[config.mk]
export PLATFORM = sky130hd
export DESIGN_NAME = tf_addr_gen
export DESIGN_NICKNAME = d
export VERILOG_FILES = /design/src/rtl/tf_addr_gen.sv
export SDC_FILE = /design/constraint.sdc
export NUM_CORES = 1
export LEC_CHECK = 0
export ABC_CLOCK_PERIOD_IN_PS = 8600
export BUFFER_PORTS_ARGS = -buffer_cell sky130_fd_sc_hd__buf_2
export CAP_MARGIN = 20
export CORE_ASPECT_RATIO = 0.6
export CORE_MARGIN = 2
export CORE_UTILIZATION = 45
export DETAILED_ROUTE_END_ITERATION = 10
export PLACE_DENSITY_LB_ADDON = 0.05
export SLEW_MARGIN = 20
export SYNTH_ARGS = -nofsm -noshare
export SYNTH_HDL_FRONTEND = slang
export SYNTH_SLANG_ARGS = --single-unit
[constraint.sdc]
create_clock -name clk -period 8.6 [get_ports clk]
set_clock_uncertainty 0.05 [all_clocks]
set_input_delay 0.86 -clock clk [delete_from_list [all_inputs] [get_ports clk]]
set_output_delay 0.86 -clock clk [all_outputs]
set_load 0.01 [all_outputs]
[src/rtl/tf_addr_gen.sv]
// Twiddle-factor ROM address sequencer for one NTT/INTT pass.
// Define TF_SCALE_EN to compile in the INTT N^-1 scaling phase.
module tf_addr_gen #(
    parameter int LOG_N = 8
) (
    input  logic                   clk,
    input  logic                   rst_n,
    input  logic [2:0]             conf,
    input  logic                   start,
    input  logic                   stall,
    output logic                   busy,
    output logic                   done,
    output logic                   tf_rd_en,
    output logic [LOG_N-1:0]       tf_addr,
    output logic                   proc_flag,
    output logic [$clog2(LOG_N):0] stage
);
    localparam int SW = $clog2(LOG_N) + 1;
    localparam int JW = LOG_N - 1;

    localparam logic [1:0] IDLE  = 2'd0;
    localparam logic [1:0] RUN   = 2'd1;
    localparam logic [1:0] SCALE = 2'd2;
    localparam logic [1:0] DONE  = 2'd3;

    localparam logic [JW-1:0]    J_LAST = '1;
    localparam logic [SW-1:0]    S_LAST = SW'(LOG_N - 1);
    localparam logic [LOG_N-1:0] ONE    = LOG_N'(1);
    localparam logic [LOG_N-1:0] HALF   = ONE << (LOG_N - 1);

    logic [1:0]       state;
    logic [SW-1:0]    s;
    logic [JW-1:0]    j;
    logic             intt;
    logic             legal;
    logic             j_wrap;
    logic             last;
    logic [SW-1:0]    sh;
    logic [LOG_N-1:0] jx;
    logic [LOG_N-1:0] run_addr;

    assign legal  = (conf == 3'b001) || (conf == 3'b011);
    assign j_wrap = (j == J_LAST);
    assign last   = j_wrap && (s == S_LAST);
    assign jx     = LOG_N'(j);

    // s and j point at the next issue; the start edge emits (0,0) itself
    always_comb begin
        sh       = intt ? s : (S_LAST - s);
        run_addr = (intt ? (HALF >> s) : (ONE << s)) + (jx >> sh);
    end

    always_ff @(posedge clk or negedge rst_n) begin
        if (!rst_n) begin
            state    <= IDLE;
            s        <= '0;
            j        <= '0;
            intt     <= 1'b0;
            busy     <= 1'b0;
            done     <= 1'b0;
            tf_rd_en <= 1'b0;
            tf_addr  <= '0;
            stage    <= '0;
        end else begin
            done     <= 1'b0;
            tf_rd_en <= 1'b0;
            unique case (state)
                IDLE: begin
                    if (start && legal) begin
                        state    <= RUN;
                        intt     <= conf[1];
                        s        <= '0;
                        j        <= JW'(1);
                        busy     <= 1'b1;
                        tf_rd_en <= 1'b1;
                        tf_addr  <= conf[1] ? HALF : ONE;
                        stage    <= '0;
                    end
                end
                RUN: begin
                    if (!stall) begin
                        tf_rd_en <= 1'b1;
                        tf_addr  <= run_addr;
                        stage    <= s;
                        j        <= j + JW'(1);
                        if (j_wrap)
                            s <= s + SW'(1);
                        if (last) begin
                            s <= '0;
                            j <= '0;
`ifdef TF_SCALE_EN
                            state <= intt ? SCALE : DONE;
`else
                            state <= DONE;
`endif
                        end
                    end
                end
                SCALE: begin
`ifdef TF_SCALE_EN
                    if (!stall) begin
                        tf_rd_en <= 1'b1;
                        tf_addr  <= '0;
                        stage    <= '0;
                        j        <= j + JW'(1);
                        if (j_wrap)
                            state <= DONE;
                    end
`else
                    state <= IDLE;
`endif
                end
                DONE: begin
                    done  <= 1'b1;
                    busy  <= 1'b0;
                    stage <= '0;
                    state <= IDLE;
                end
            endcase
        end
    end

`ifdef TF_SCALE_EN
    always_ff @(posedge clk or negedge rst_n) begin
        if (!rst_n)
            proc_flag <= 1'b0;
        else
            proc_flag <= (state == SCALE) && !stall;
    end
`else
    assign proc_flag = 1'b0;
`endif

endmodule

### Yosys cells after proc, flatten, opt, wreduce, memory -nomap -nowiden

Index checks and enable logic that the tools add are counted.

* output and inout port bits: 16
* register bits after elaboration: 29
* input bits: 7
* word-level logic and storage cells: 68

* mux-type cells: 27
* reductions and logical operators: 14
* shift-type cells: 3
* $add $sub $neg: 4
* equality and inequality tests: 11

Operators by type and width (count)
* two-way mux 8 bit: 4
* two-way mux 4 bit: 6
* two-way mux 7 bit: 3
* one-hot mux 8 bit (2 select lines): 1
* one-hot mux 7 bit (2 select lines): 1
* one-hot mux 4 bit (3 select lines): 1
* AND reduction 3 bit: 3
* adder 8 bit: 1
* one-hot mux 4 bit (2 select lines): 1
* left shift 1 x 4 -> 8 bit, first input constant: 1
* >> shifter 7 x 4 -> 8 bit: 1
* >> shifter 8 x 4 -> 8 bit, first input constant: 1
* adder 7 x 1 -> 7 bit, second input constant: 1
* == test 7 bit, second input constant: 1
* two-way mux 2 bit: 3
* inequality test 2 bit, second input constant: 3
* one-hot mux 2 bit (3 select lines): 1
* adder 4 x 1 -> 4 bit, second input constant: 1
* == test 2 bit, second input constant: 2
* == test 4 x 3 -> 1 bit, second input constant: 1
* two-way mux 1 bit: 4
* one-hot mux 1 bit (2 select lines): 2
* AND reduction 2 bit: 2
* AND reduction 4 bit: 1
* 11 further kinds: 13

### Logic depth before layout (Yosys ltp)

Gate-level depths: netlist of run 1.

* word-level depth: 6
* mapped depth: 14
* mapped depth without buffers: 13

### Worst setup path after synthesis of run 1

No wires, ideal clock.

* path kind: reg2reg
* start: register s[0]
* end: register tf_addr[6]
* library setup time: 0.122 ns
* period minus slack after synthesis: 2.939 ns
* buffers on the path: 1
* slack: 5.661 ns
* required time: 8.428 ns
* stages on the path, launching flop included: 15
* arrival time: 2.767 ns
* cell sequence: dfrtp_1 -> buf_2 -> xor2_4 -> mux2i_1 -> o211ai_2 -> o211ai_1 -> a21oi_1 -> ha_1 -> inv_1 -> fa_1 -> nor2b_1 -> o21ai_0 -> a21oi_1 -> or3_1 -> a32o_1

* longest elaborated chain between the ends: 6
* elaborated cells on any way between the ends: 9
* those cells by class: add/sub (2); shift (3); mux (4)

Ends and longest elaborated chain
* start, declared: line 32 `logic [SW-1:0] s;`
* start signal, assigned: line 87 `s <= s + SW'(1);`
* subtractor 3 x 4 -> 4 bit: line 49 `sh = intt ? s : (S_LAST - s);`
* two-way mux 4 bit: line 49
* >> shifter 7 x 4 -> 8 bit: line 50 `run_addr = (intt ? (HALF >> s) : (ONE << s)) + (jx >> sh);`
* adder 8 bit (*): line 50
* two-way mux 8 bit (*): line 81 `if (!stall) begin`
* one-hot mux 8 bit (2 select lines) (*): line 67 `unique case (state)`
* end signal, assigned: line 76 `tf_addr <= conf[1] ? HALF : ONE;`
* end signal, assigned: line 83 `tf_addr <= run_addr;`
* end, declared: line 14 `output logic [LOG_N-1:0] tf_addr,`

Mark *: on every way between the ends. The rest lies on a longest branch, timed or not. The select of a mux whose other input is x is not followed.
A chain may end at the register's enable or synchronous reset.

### Worst setup path in the final report of run 1

* start: register intt
* end: register tf_addr[6]

* longest elaborated chain between the ends: 5
* elaborated cells on any way between the ends: 6
* those cells by class: add/sub (1); shift (1); mux (4)

Ends and longest elaborated chain
* start, declared: line 34 `logic intt;`
* start signal, assigned: line 71 `intt <= conf[1];`
* two-way mux 4 bit: line 49
* >> shifter 7 x 4 -> 8 bit: line 50
* adder 8 bit (*): line 50
* two-way mux 8 bit (*): line 81
* one-hot mux 8 bit (2 select lines) (*): line 67

Marked as above.

==> results.md, run 1 <==
- Outcome: completed
- Global-route wire length before repair: between 8 and 9 mm
- H-tree Lvls: 2
- Min-delay src: tf_addr[0]$_DFFE_PN0P_
- Vias per std cell: between 5 and 6
- Crit path DAT: 3630 ps
- Port bufs: 21
- Slew headroom: 0.4759
- Setup Crit Path Kind: flop to flop
- Flops & latches, synth: 29
- Post-synthesis cell area: approximately 2200 um^2
- Max cap viols: 0
- Die W: 93.85 um
- Synth area leaders: dfrtp_1, ha_1, nand2_1, o21ai_0, mux2i_1
- Setup TNS: 0 ps
- Post-layout worst setup margin: around 5100 ps
- Initial Utilization: 0.4726
- RSZ-0062 raised after global routing: no
- Pre-CTS setup slack: between 5000 and 6000 ps
- Largest stage delay on the critical path: approximately 850 ps
- Worst vdd rail ir drop: 0.07520 mV
- Fmax: 284.3 MHz
- Max Root-Sink Buffers: 2
- Root Driver: clkbuf_8
- Post-CTS Resized: 0
- CTS tree: done
- Worst Setup SP: intt$_DFFE_PN0P_
- Critical Path Slowest Stage Cell: dfrtp_1
- DIE AREA: 5435 um^2
- Worst-path cell chain: xor2_4, mux2i_1, o211ai_2, o211ai_1, a21oi_1, ha_1, inv_1, fa_1, nor2b_1, o21ai_0, a21oi_1, or3_1, a32o_1
- CP Capture Type: flop
- CP Data Required Time: 8710 ps
- Pwr per Cell Area: 172.2 nW/um^2
- ANT cells: 0
- Worst Hold Class: flop to flop
- Post-Syn Nets: approximately 280
- DR WL/cell: 15.39 um
- Cell Rows: 19
- CTS Hold Buffers Added: 0
- DRC viols: 0
- Syn_area_per_cell: 8.615 um^2
- Clk_lat worst skew: 280 ps
- Initial antenna violation count: 0
- Final Cycle Share: 0.4090
- Iteration-0 DRC Markers: 111
- Ys Warns: 0
- Routability cong.: 0.9266
- Final hold vios: 0
- Synth area leader: dfrtp_1
- Crit-path max FO: 23
- Detailed Place HPWL: roughly 3.8 mm
- Mapped Cells: 253
- Post-synthesis sequential area ratio: 0.3330
- Worst Tran Pin Value: 786.1 ps
- Share of Yosys cell area claimed by the top area cell type: 0.3330
- Total length of routed wires: 5.080 mm
- Setup bufs post-CTS: 0
- Routed Antenna Nets: 0
- Leak: 1.079 nW
- Area growth from synthesis to layout: 10.62%
- Clock slew at reported path FFs: approximately 70 ps
- I/O Pins: 23
- Post-synth EDFFs: 0
- Worst path most repeated cell: a21oi_1
- Die height: 57.91 um
- Main synth FF type: dfrtp_1
- Total gr overflow: 0
- Vias in the first global route: 1591
- Sinks on the clock net: 29
- Vias: 1832
- Ys async rst share: 1.000
- # setup viols final: 0
- Drt pass-1 iters: 6
- Core box area: 4612 um^2
- CTS Buf Count: 5
- Pin count of the biggest net entering global routing: 30
- CP Launch Type: flop
- Distinct cell type count after synthesis: 49
- Reg2reg start: intt$_DFFE_PN0P_
- Final slew viol count: 0
- Nets: approximately 290
- Final worst path period need: ~3500 ps
- Share of cells above drive strength 1: 0.1536
- Overall Global Routing Usage: 0.2017
power by group:
group | total (W) | internal [W] | switching (W)
Sequential | 0.000177 | 0.000152 | 0.0000252
Clock | 0.000146 | 0.0000943 | 0.0000516
Combinational | 0.0000923 | 0.0000425 | 0.0000498
Total | 0.000415 | 0.000288 | 0.000127
final cells by class:
class | instances | area (um^2)
clock buffers | 7 | 86.33
fillers | 461 | 2201
repair buffers | 22 | 112.6
inverters | 10 | 37.54
clock inverters | 1 | 30.03
flip-flops and latches | 29 | 725.7
multi-input cells | 198 | 1340
well taps | 63 | 78.83
sequential cells by signal, indices dropped and copies added (netlist names):
register and cells:
tf_addr 8, j 7, s 4, stage 4, state 2, busy 1
done 1, intt 1, tf_rd_en 1
cell usage after synthesis (3+ instances only):
cell	n
o31ai_1	3
o21ai_0	21
inv_1	10
clkbuf_1	6
buf_2	7
dfrtp_1	29
nor2b_1	9
a211oi_1	5
nor3_1	4
mux2_2	4
a32oi_1	4
ha_1	14
nor2_1	20
nand2b_1	8
nand3_1	11
o22ai_1	5
a21oi_1	13
nand2_1	29
mux2i_1	8
a21o_1	3
and3_1	3
layer usage:
metal | share of wire | up-vias | track usage | wire, um
li1 | - | 923 | - | -
met3 | 0.075 | 4 | 0.04941 | 380
met1 | 0.55 | 847 | 0.3394 | 2792
met2 | 0.37 | 58 | 0.2531 | 1862
met4 | 0.0087 | 0 | 0.04141 | 44
met5 | 0 | - | 0 | 0
per-stage QoR:
| stage | total power, W | instances | hold slack, ps | utilization | cell area, um^2 |
|---|---|---|---|---|---|
| 6_report | 0.0004151 | 330 | 432.7 | 0.5228 | 2411 |
| 5_1_grt | 0.0004407 | 330 | 453.5 | 0.5228 | 2411 |
| 4_1_cts | 0.0004175 | 330 | 437.7 | 0.5228 | 2411 |
| 3_5_place_dp | 0.0002712 | 322 | 424.3 | 0.4976 | 2295 |
| 3_3_place_gp | 0.0002711 | 322 | 414.9 | 0.4976 | 2295 |
| 2_1_floorplan | 0.0002424 | 253 | 456.5 | - | 2180 |
logic make-up after synthesis:
family	count (synthesis)	share of synthesized area
AND/OR/NAND/NOR	95	0.2135
AO/OA/AOI/OAI	69	0.2072
flip-flops	29	0.3330
buffers and inverters	26	0.05223
adder cells (fa/ha/maj)	15	0.08955
multiplexers	14	0.07807
XOR/XNOR	4	0.02469
other	1	0.001721
layout by cell type (no fill, tap or decap), types with 2 or more instances in the layout:
master | Yosys | layout
nand2_1 | 29 | 29
dfrtp_1 | 29 | 29
o21ai_0 | 21 | 21
buf_2 | 7 | 21
nor2_1 | 20 | 20
ha_1 | 14 | 14
a21oi_1 | 13 | 13
nand3_1 | 11 | 11
inv_1 | 10 | 10
nor2b_1 | 9 | 9
mux2i_1 | 8 | 8
nand2b_1 | 8 | 8
clkbuf_8 | 0 | 6
a211oi_1 | 5 | 5
o22ai_1 | 5 | 5
nor3_1 | 4 | 4
mux2_2 | 4 | 4
a32oi_1 | 4 | 4
o31ai_1 | 3 | 3
a21o_1 | 3 | 3
and3_1 | 3 | 3
a22oi_1 | 2 | 2
xor2_1 | 2 | 2
and2_1 | 2 | 2
or2_2 | 2 | 2
mux4_2 | 2 | 2
o211ai_1 | 2 | 2
o21bai_1 | 2 | 2
or3_1 | 2 | 2
final timing paths:
check                                    endpoint  slack [ps]  cells past startpoint
setup / recovery           tf_addr[6]$_DFFE_PN0P_        5080                     13
hold / removal             tf_addr[0]$_DFFE_PN0P_         430                      2
setup reg to reg           tf_addr[6]$_DFFE_PN0P_        5080                     13
hold reg to reg            tf_addr[0]$_DFFE_PN0P_         430                      2
max in group asynchronous  tf_addr[2]$_DFFE_PN0P_        7540                      1
min in group asynchronous        j[3]$_DFFE_PN0P_         540                      1
critical path, delay by kind of cell, from the launching register on:
kind,cells,cell delay (ps)
simple gates,2,370
compound gates,6,880
flops,1,850
xor+xnor,1,360
mux,1,380
buf+inv,1,80
fa+ha+maj,2,410
Power figures use the tool's default switching activity.
==> run 2, diff against run 1 <==
- ABC_CLOCK_PERIOD_IN_PS: 8600 -> 3200
- clock period: 8.6 -> 3.2 ns (I/O delays scaled with it)
==> run 2 against run 1 <==
Worst hold slack got worse by 420 ps. Core utilization grew 1.5 points. Die area stayed put. Final cell count up 3.0%. Clock power grew 98%. Register-to-register slack lost 4900 ps. Sequential power rose to 2.7 times the previous value. Wire length increased by 5.0%. Via count increased by 3.7%. Count of clock-buffer cells in the layout shrank 1. Cell area grew 3.0%. Critical endpoint unchanged. Highest routed layer unchanged.
==> results.md, run 2 (synthesized netlist as in run 1, its figures left out) <==
- Detailed Place HPWL: 4.120 mm
- DRC viols: 0
- Worst Tran Pin Value: 812.0 ps
- I/O Pins: 23
- Multi-input logic area: around 1400 um^2
- Port bufs: 21
- Sinks on the clock net: 29
- Crit path DAT: 3130 ps
- Finished Core Util: 0.5383
- Critical Path Slowest Stage Cell: dfrtp_1
- Initial Utilization: 0.4726
- Total length of routed wires: 5.332 mm
- Sw Ratio: 0.3374
- DR WL/cell: between 15 and 20 um
- Outcome: completed
- ANT cells: 0
- CP Launch Type: flop
- Worst Setup SP: intt$_DFFE_PN0P_
- Initial antenna violation count: 0
- Int Pwr: 0.0006917 W
- Drt pass-1 iters: 4
- CP Capture Type: flop
- CP Data Required Time: 3310 ps
- Worst vdd rail ir drop: about 0.27 mV
- Root Driver: clkbuf_8
- # setup viols final: 0
- Routability cong.: 0.9522
- DIE AREA: 5435 um^2
- Final Cycle Share: 0.9436
- NetSw: between 0.0003 and 0.0004 W
- Max Root-Sink Buffers: 2
- Die W: 93.85 um
- Fmax: 331.2 MHz
- Routed Antenna Nets: 0
- Overall Global Routing Usage: 0.2126
- Final worst path period need: 3020 ps
- Share of cells above drive strength 1: 0.2130
- CTS Buf Count: 5
- Power Total: 0.001044 W
- Reg power frac: 0.458
- CTS Hold Buffers Added: 0
- CTS tree: done
- Final slew viol count: 0
- Setup Crit Path Kind: flop to flop
- Clock slew at reported path FFs: 60 ps
- Setup TNS: 0 ps
- Clk_lat worst skew: 280 ps
- Max reg flops: 8
- Iteration-0 DRC Markers: 120
- Slew headroom: 0.4515
- Area growth from synthesis to layout: 13.89%
- Post-Place Cell Area: roughly 2300 um^2
- Leading cell type in the layout, fill and taps excluded: nand2_1
- Vias per std cell: 5.588
- Combinational share of power: 0.265
- Most frequent cells in the layout: nand2_1, dfrtp_1, buf_2
- Vias in the first global route: 1685
- H-tree Lvls: 2
- Max cap viols: 0
- Layout fillers: 435
- Pwr per Cell Area: 420.5 nW/um^2
- Largest registers: tf_addr x8, j x7
- Largest stage delay on the critical path: approximately 450 ps
- Vias: 1900
- RSZ-0062 raised after global routing: no
- Final hold vios: 0
- Total gr overflow: 0
- Worst-path cell chain: xor2_4, buf_4, nand2_1, o21ai_0, o211ai_1, a21oi_1, ha_2, inv_1, fa_1, nor2b_2, o21ai_1, a21oi_1, o21ai_0, a32o_1
- FF+latch area: approximately 730 um^2
- Largest Register: tf_addr
- Nets: 298
- Leak: 1.116 nW
- Worst Hold Class: input port to async pin
- Core box area: 4612 um^2
- Pin count of the biggest net entering global routing: 30
- Die height: 57.91 um
- Crit-path max FO: 7
- Reg2reg start: intt$_DFFE_PN0P_
- Cell area after layout: 2482 um^2
- Clock power frac: 0.277
- Global-route wire length before repair: 8.832 mm
- Cell Rows: 19
==> run 2: cell types whose count changed in the layout (fill, tap and decap cells not counted), moves of 2 or more <==
| cell | change |
|---|---|
| dfrtp_2 | +2 |
| dfrtp_1 | -2 |
| buf_4 | +9 |
| ha_2 | +2 |
| clkinv_2 | +2 |
| ha_1 | -2 |
==> run 2: final timing paths <==
path | end | slack [ps] | cells past startpoint
min in group clk | tf_addr[0]$_DFFE_PN0P_ | 290 | 4
worst max-delay path | tf_addr[6]$_DFFE_PN0P_ | 180 | 14
worst max register to register | tf_addr[6]$_DFFE_PN0P_ | 180 | 14
max in group asynchronous | s[0]$_DFFE_PN0P_ | 2620 | 1
worst min register to register | tf_addr[1]$_DFFE_PN0P_ | 420 | 2
worst min-delay path | j[4]$_DFFE_PN0P_ | 20 | 1
==> run 2: power by group through the flow <==
stage                     registers, W  clock network, W  logic (W)
final                         0.000478          0.000289   0.000276
after global routing          0.000487          0.000313   0.000315
after CTS                     0.000476          0.000294   0.000265
after detailed placement      0.000483                 0   0.000263
after global placement        0.000481                 0   0.000267
after floorplan               0.000459                 0   0.000192
==> run 2: repair_timing <==
action | in CTS | in global routing
gates cloned | 0 | 0
buffers inserted | 0 | 3
pin swaps | 0 | 1
endpoints found under the setup margin | 1 | 1
hold endpoints to repair | 0 | 0
gates resized for setup | 1 | 9
==> run 2: cell type report <==
class,count,area share
Sequential cell,29,0.2933
Clock buffer,6,0.02923
Inverter,10,0.01512
Clock inverter,2,0.004032
Multi-Input combinational cell,198,0.5494
Tap cell,63,0.03175
Timing Repair Buffer,32,0.07712
==> run 2: critical path, delay by kind of cell, from the launching register on <==
family                     cells  cell delay, ps
AOI/OAI and AO/OA              7            1080
adders and majority gates      2             610
buffers and inverters          2             250
and+or+nand+nor                2             210
DFF                            1             450
xor gates and xnor gates       1             250
==> run 2: metrics by stage <==
step / cells / hold WS (ps) / setup WS (ps)
2_1_floorplan: 253 / -25.59 / 261.0
3_3_place_gp: 329 / 337.6 / 3.238
3_5_place_dp: 329 / 342.2 / 15.51
4_1_cts: 337 / 45.24 / 38.82
5_1_grt: 340 / 65.41 / 46.80
6_report: 340 / 15.60 / 180.5
==> run 2: layer usage <==
layer  track usage  part of all wire
met3       0.04681             0.066
met1        0.3566              0.56
met2        0.2786              0.37
met5             0                 0
met4       0.03106            0.0019
==> run 3, diff against run 2 <==
- ABC_AREA: unset -> 1
- CTS_CLUSTER_SIZE: unset -> 24
==> run 3 against run 2 <==
Cell area down 6.5%. Maximum frequency is 7.4% higher. Sequential cell count did not move. Synthesized cell count is 13% higher. Total power is 95% higher. Clock power grew 20%. Count of clock-buffer cells in the layout increased by 1. Setup slack better by 210 ps. Worst hold slack better by 1.2 ps. Combinational power grew to 3.9 times the previous value. Largest power group is now combinational logic.
==> results.md, run 3 <==
- Sinks on the clock net: 29
- ANT cells: 0
- Iteration-0 DRC Markers: ~140
- Power Total: 0.002035 W
- Port bufs: 21
- Post-synthesis cell area: 2072 um^2
- Most frequent cells in the layout: nand2_1, inv_1, o21ai_0, dfrtp_1, nand3_1
- DR WL/cell: 13.38 um
- DIE AREA: about 5200 um^2
- Layout fillers: 443
- CP Launch Type: flop
- Total length of routed wires: 5.003 mm
- Ys Warns: 0
- Crit-path max FO: 15
- Worst Tran Pin Value: 839.1 ps
- Initial antenna violation count: 0
- Pwr per Cell Area: 876.2 nW/um^2
- Multiplexer share of the synthesized area: 0
- Setup TNS: 0 ps
- Post-CTS Resized: 0
- Area growth from synthesis to layout: 12.08%
- Cell area after layout: 2322 um^2
- Largest Register: tf_addr
- Die height: 56.56 um
- Detailed Place HPWL: 3.814 mm
- Worst path most repeated cell: nand2_1
- Final hold vios: 0
- Post-synthesis sequential area ratio: 0.3502
- Overall Global Routing Usage: 0.2150
- Pin count of the biggest net entering global routing: 30
- CP Capture Type: flop
- Clk_lat worst skew: 290 ps
- Routability cong.: about 0.9
- CTS Hold Buffers Added: 0
- Leading cell type in the layout, fill and taps excluded: nand2_1
- Worst vdd rail ir drop: 0.3868 mV
- Main synth FF type: dfrtp_1
- Worst reg2reg path endpoint: tf_addr[6]$_DFFE_PN0P_
- Worst Hold Class: input port to async pin
- CP Data Required Time: ~3300 ps
- Max reg flops: 8
- Critical Path Slowest Stage Cell: dfrtp_1
- Vias per std cell: 4.989
- Synth area leader: dfrtp_1
- Reg2Reg Setup Slack: approximately 390 ps
- Core box area: 4493 um^2
- Mapped Cells: 287
- Total gr overflow: 0
- Setup Crit Path Kind: flop to flop
- CTS Buf Count: 5
- Final slew viol count: 0
- Final Cycle Share: 0.8785
- Ys async rst share: 1.000
- Largest family of logic cells by synthesized area: simple AND/OR/NAND/NOR gates
- Routed Antenna Nets: 0
- DRC viols: 0
- RSZ-0062 raised after global routing: no
- Distinct cell type count after synthesis: 32
- Max Root-Sink Buffers: 2
- Max cap viols: 0
- Nets: about 330
- Global-route wire length before repair: 8.507 mm
- Synth area leaders: dfrtp_1, nand2_1, ha_1, o21ai_0, nand3_1
- H-tree Lvls: 2
- Setup bufs post-CTS: 0
- Final worst path period need: 2811 ps
- Reg2reg start: intt$_DFFE_PN0P_
- Cell Rows: 19
- Initial Utilization: 0.4612
- CTS tree: done
- Post-synth EDFFs: 0
- I/O Pins: 23
- Reg2Reg Depth: 17
- Post-Synth XOR/XNOR Area: 0.02838
- Post-Syn Nets: about 310
- Slew headroom: 0.4400
- Adder-cell area share of the yosys netlist: 0.09420
- Crit path DAT: 2950 ps
- Synth Area in Simple Gates: 0.3019
- Vias: 1866
- Share of Yosys cell area claimed by the top area cell type: 0.3502
- Top post-synthesis cells by count: nand2_1, inv_1, dfrtp_1, o21ai_0, nand3_1
- Share of cells above drive strength 1: 0.1511
- Outcome: completed
- Compound-Gate Fraction of Synth Area: 0.1304
- Largest stage delay on the critical path: about 520 ps
- Worst-path cell chain: inv_2, nand2_2, nand2_4, o21ai_0, o21ai_0, o21ai_0, ha_1, inv_1, fa_1, inv_1, nand3_1, nand2_1, nand3_1, nand2_1, nand2_1, nand3_1, nand2_1
- # setup viols final: 0
- Clock slew at reported path FFs: 70 ps
- Die W: 91.60 um
- Fmax: about 360 MHz
- Largest registers: tf_addr x8, j x7
- Root Driver: clkbuf_8
- Vias in the first global route: 1719
- Post-Place Cell Area: approximately 2200 um^2
- Flops & latches, synth: 29
- Syn_area_per_cell: between 7 and 8 um^2
- Drt pass-1 iters: 4
- Leak: 1.199 nW
- Most frequent cell after synthesis: nand2_1
[run 3: cell types whose count changed after synthesis, moves of 5 or more]
cell,before,now
nand2_1,29,78
inv_1,10,33
nand3_1,11,27
nor2b_1,9,0
mux2i_1,8,0
nand2b_1,8,0
o21ai_0,21,29
clkbuf_1,6,0
a211oi_1,5,0
o22ai_1,5,0
[run 3: report_power, final]
group,switching (W),internal [W]
Combinational,0.000681,0.000410
Sequential,0.000123,0.000475
Clock,0.000152,0.000194
Total,0.000955,0.00108
[run 3: stage by stage]
step                setup slack (ps)  hold slack (ps)  cells  utilization
finish                         388.8            16.83    374       0.5168
global route                   92.09            88.89    374       0.5168
CTS                            387.4            47.36    374       0.5168
detailed placement             378.9            361.2    366       0.4943
global placement               524.6            353.1    366       0.4943
floorplan                      820.1           -25.59    287            -
[run 3: critical path: cells and delay by family (launching register included)]
| family | cells | cell delay (ps) |
|---|---|---|
| AOI/OAI and AO/OA | 3 | 570 |
| adders and majority gates | 2 | 570 |
| buffers and inverters | 3 | 300 |
| DFF | 1 | 520 |
| and+or+nand+nor | 9 | 690 |
[run 3: worst max-delay path by stage]
stage	from	end
5_1_grt	intt$_DFFE_PN0P_	tf_addr[6]$_DFFE_PN0P_
4_1_cts	intt$_DFFE_PN0P_	tf_addr[6]$_DFFE_PN0P_
2_1_floorplan	intt$_DFFE_PN0P_	tf_addr[6]$_DFFE_PN0P_
3_5_place_dp	intt$_DFFE_PN0P_	tf_addr[6]$_DFFE_PN0P_
6_report	intt$_DFFE_PN0P_	tf_addr[6]$_DFFE_PN0P_
3_3_place_gp	intt$_DFFE_PN0P_	tf_addr[6]$_DFFE_PN0P_
[run 3: per-layer routing]
layer	routed length (um)	up-vias	GRT usage
met5	0	-	0
met4	43	0	0.06494
met3	328	6	0.04295
met2	1856	61	0.2805
met1	2775	829	0.3472
li1	-	970	-
[run 3: logic make-up (layout without fill, tap and decap cells)]
family	after synthesis	count (layout)
AOI/OAI and AO/OA	49	49
buffers and inverters	45	69
and+or+nand+nor	143	143
adders and majority gates	15	15
xor gates and xnor gates	5	5
DFF	29	29
other	1	1
[run 3: layout make-up]
| cell class | count | area [um^2] | area share |
|---|---|---|---|
| clock inverters | 1 | 5.005 | 0.002155 |
| well taps | 63 | 78.83 | 0.03394 |
| inverters | 38 | 142.6 | 0.06142 |
| multi-input cells | 213 | 1154 | 0.4968 |
| repair buffers | 23 | 120.1 | 0.05172 |
| clock buffers | 7 | 96.34 | 0.04149 |
| flip-flops and latches | 29 | 725.7 | 0.3125 |
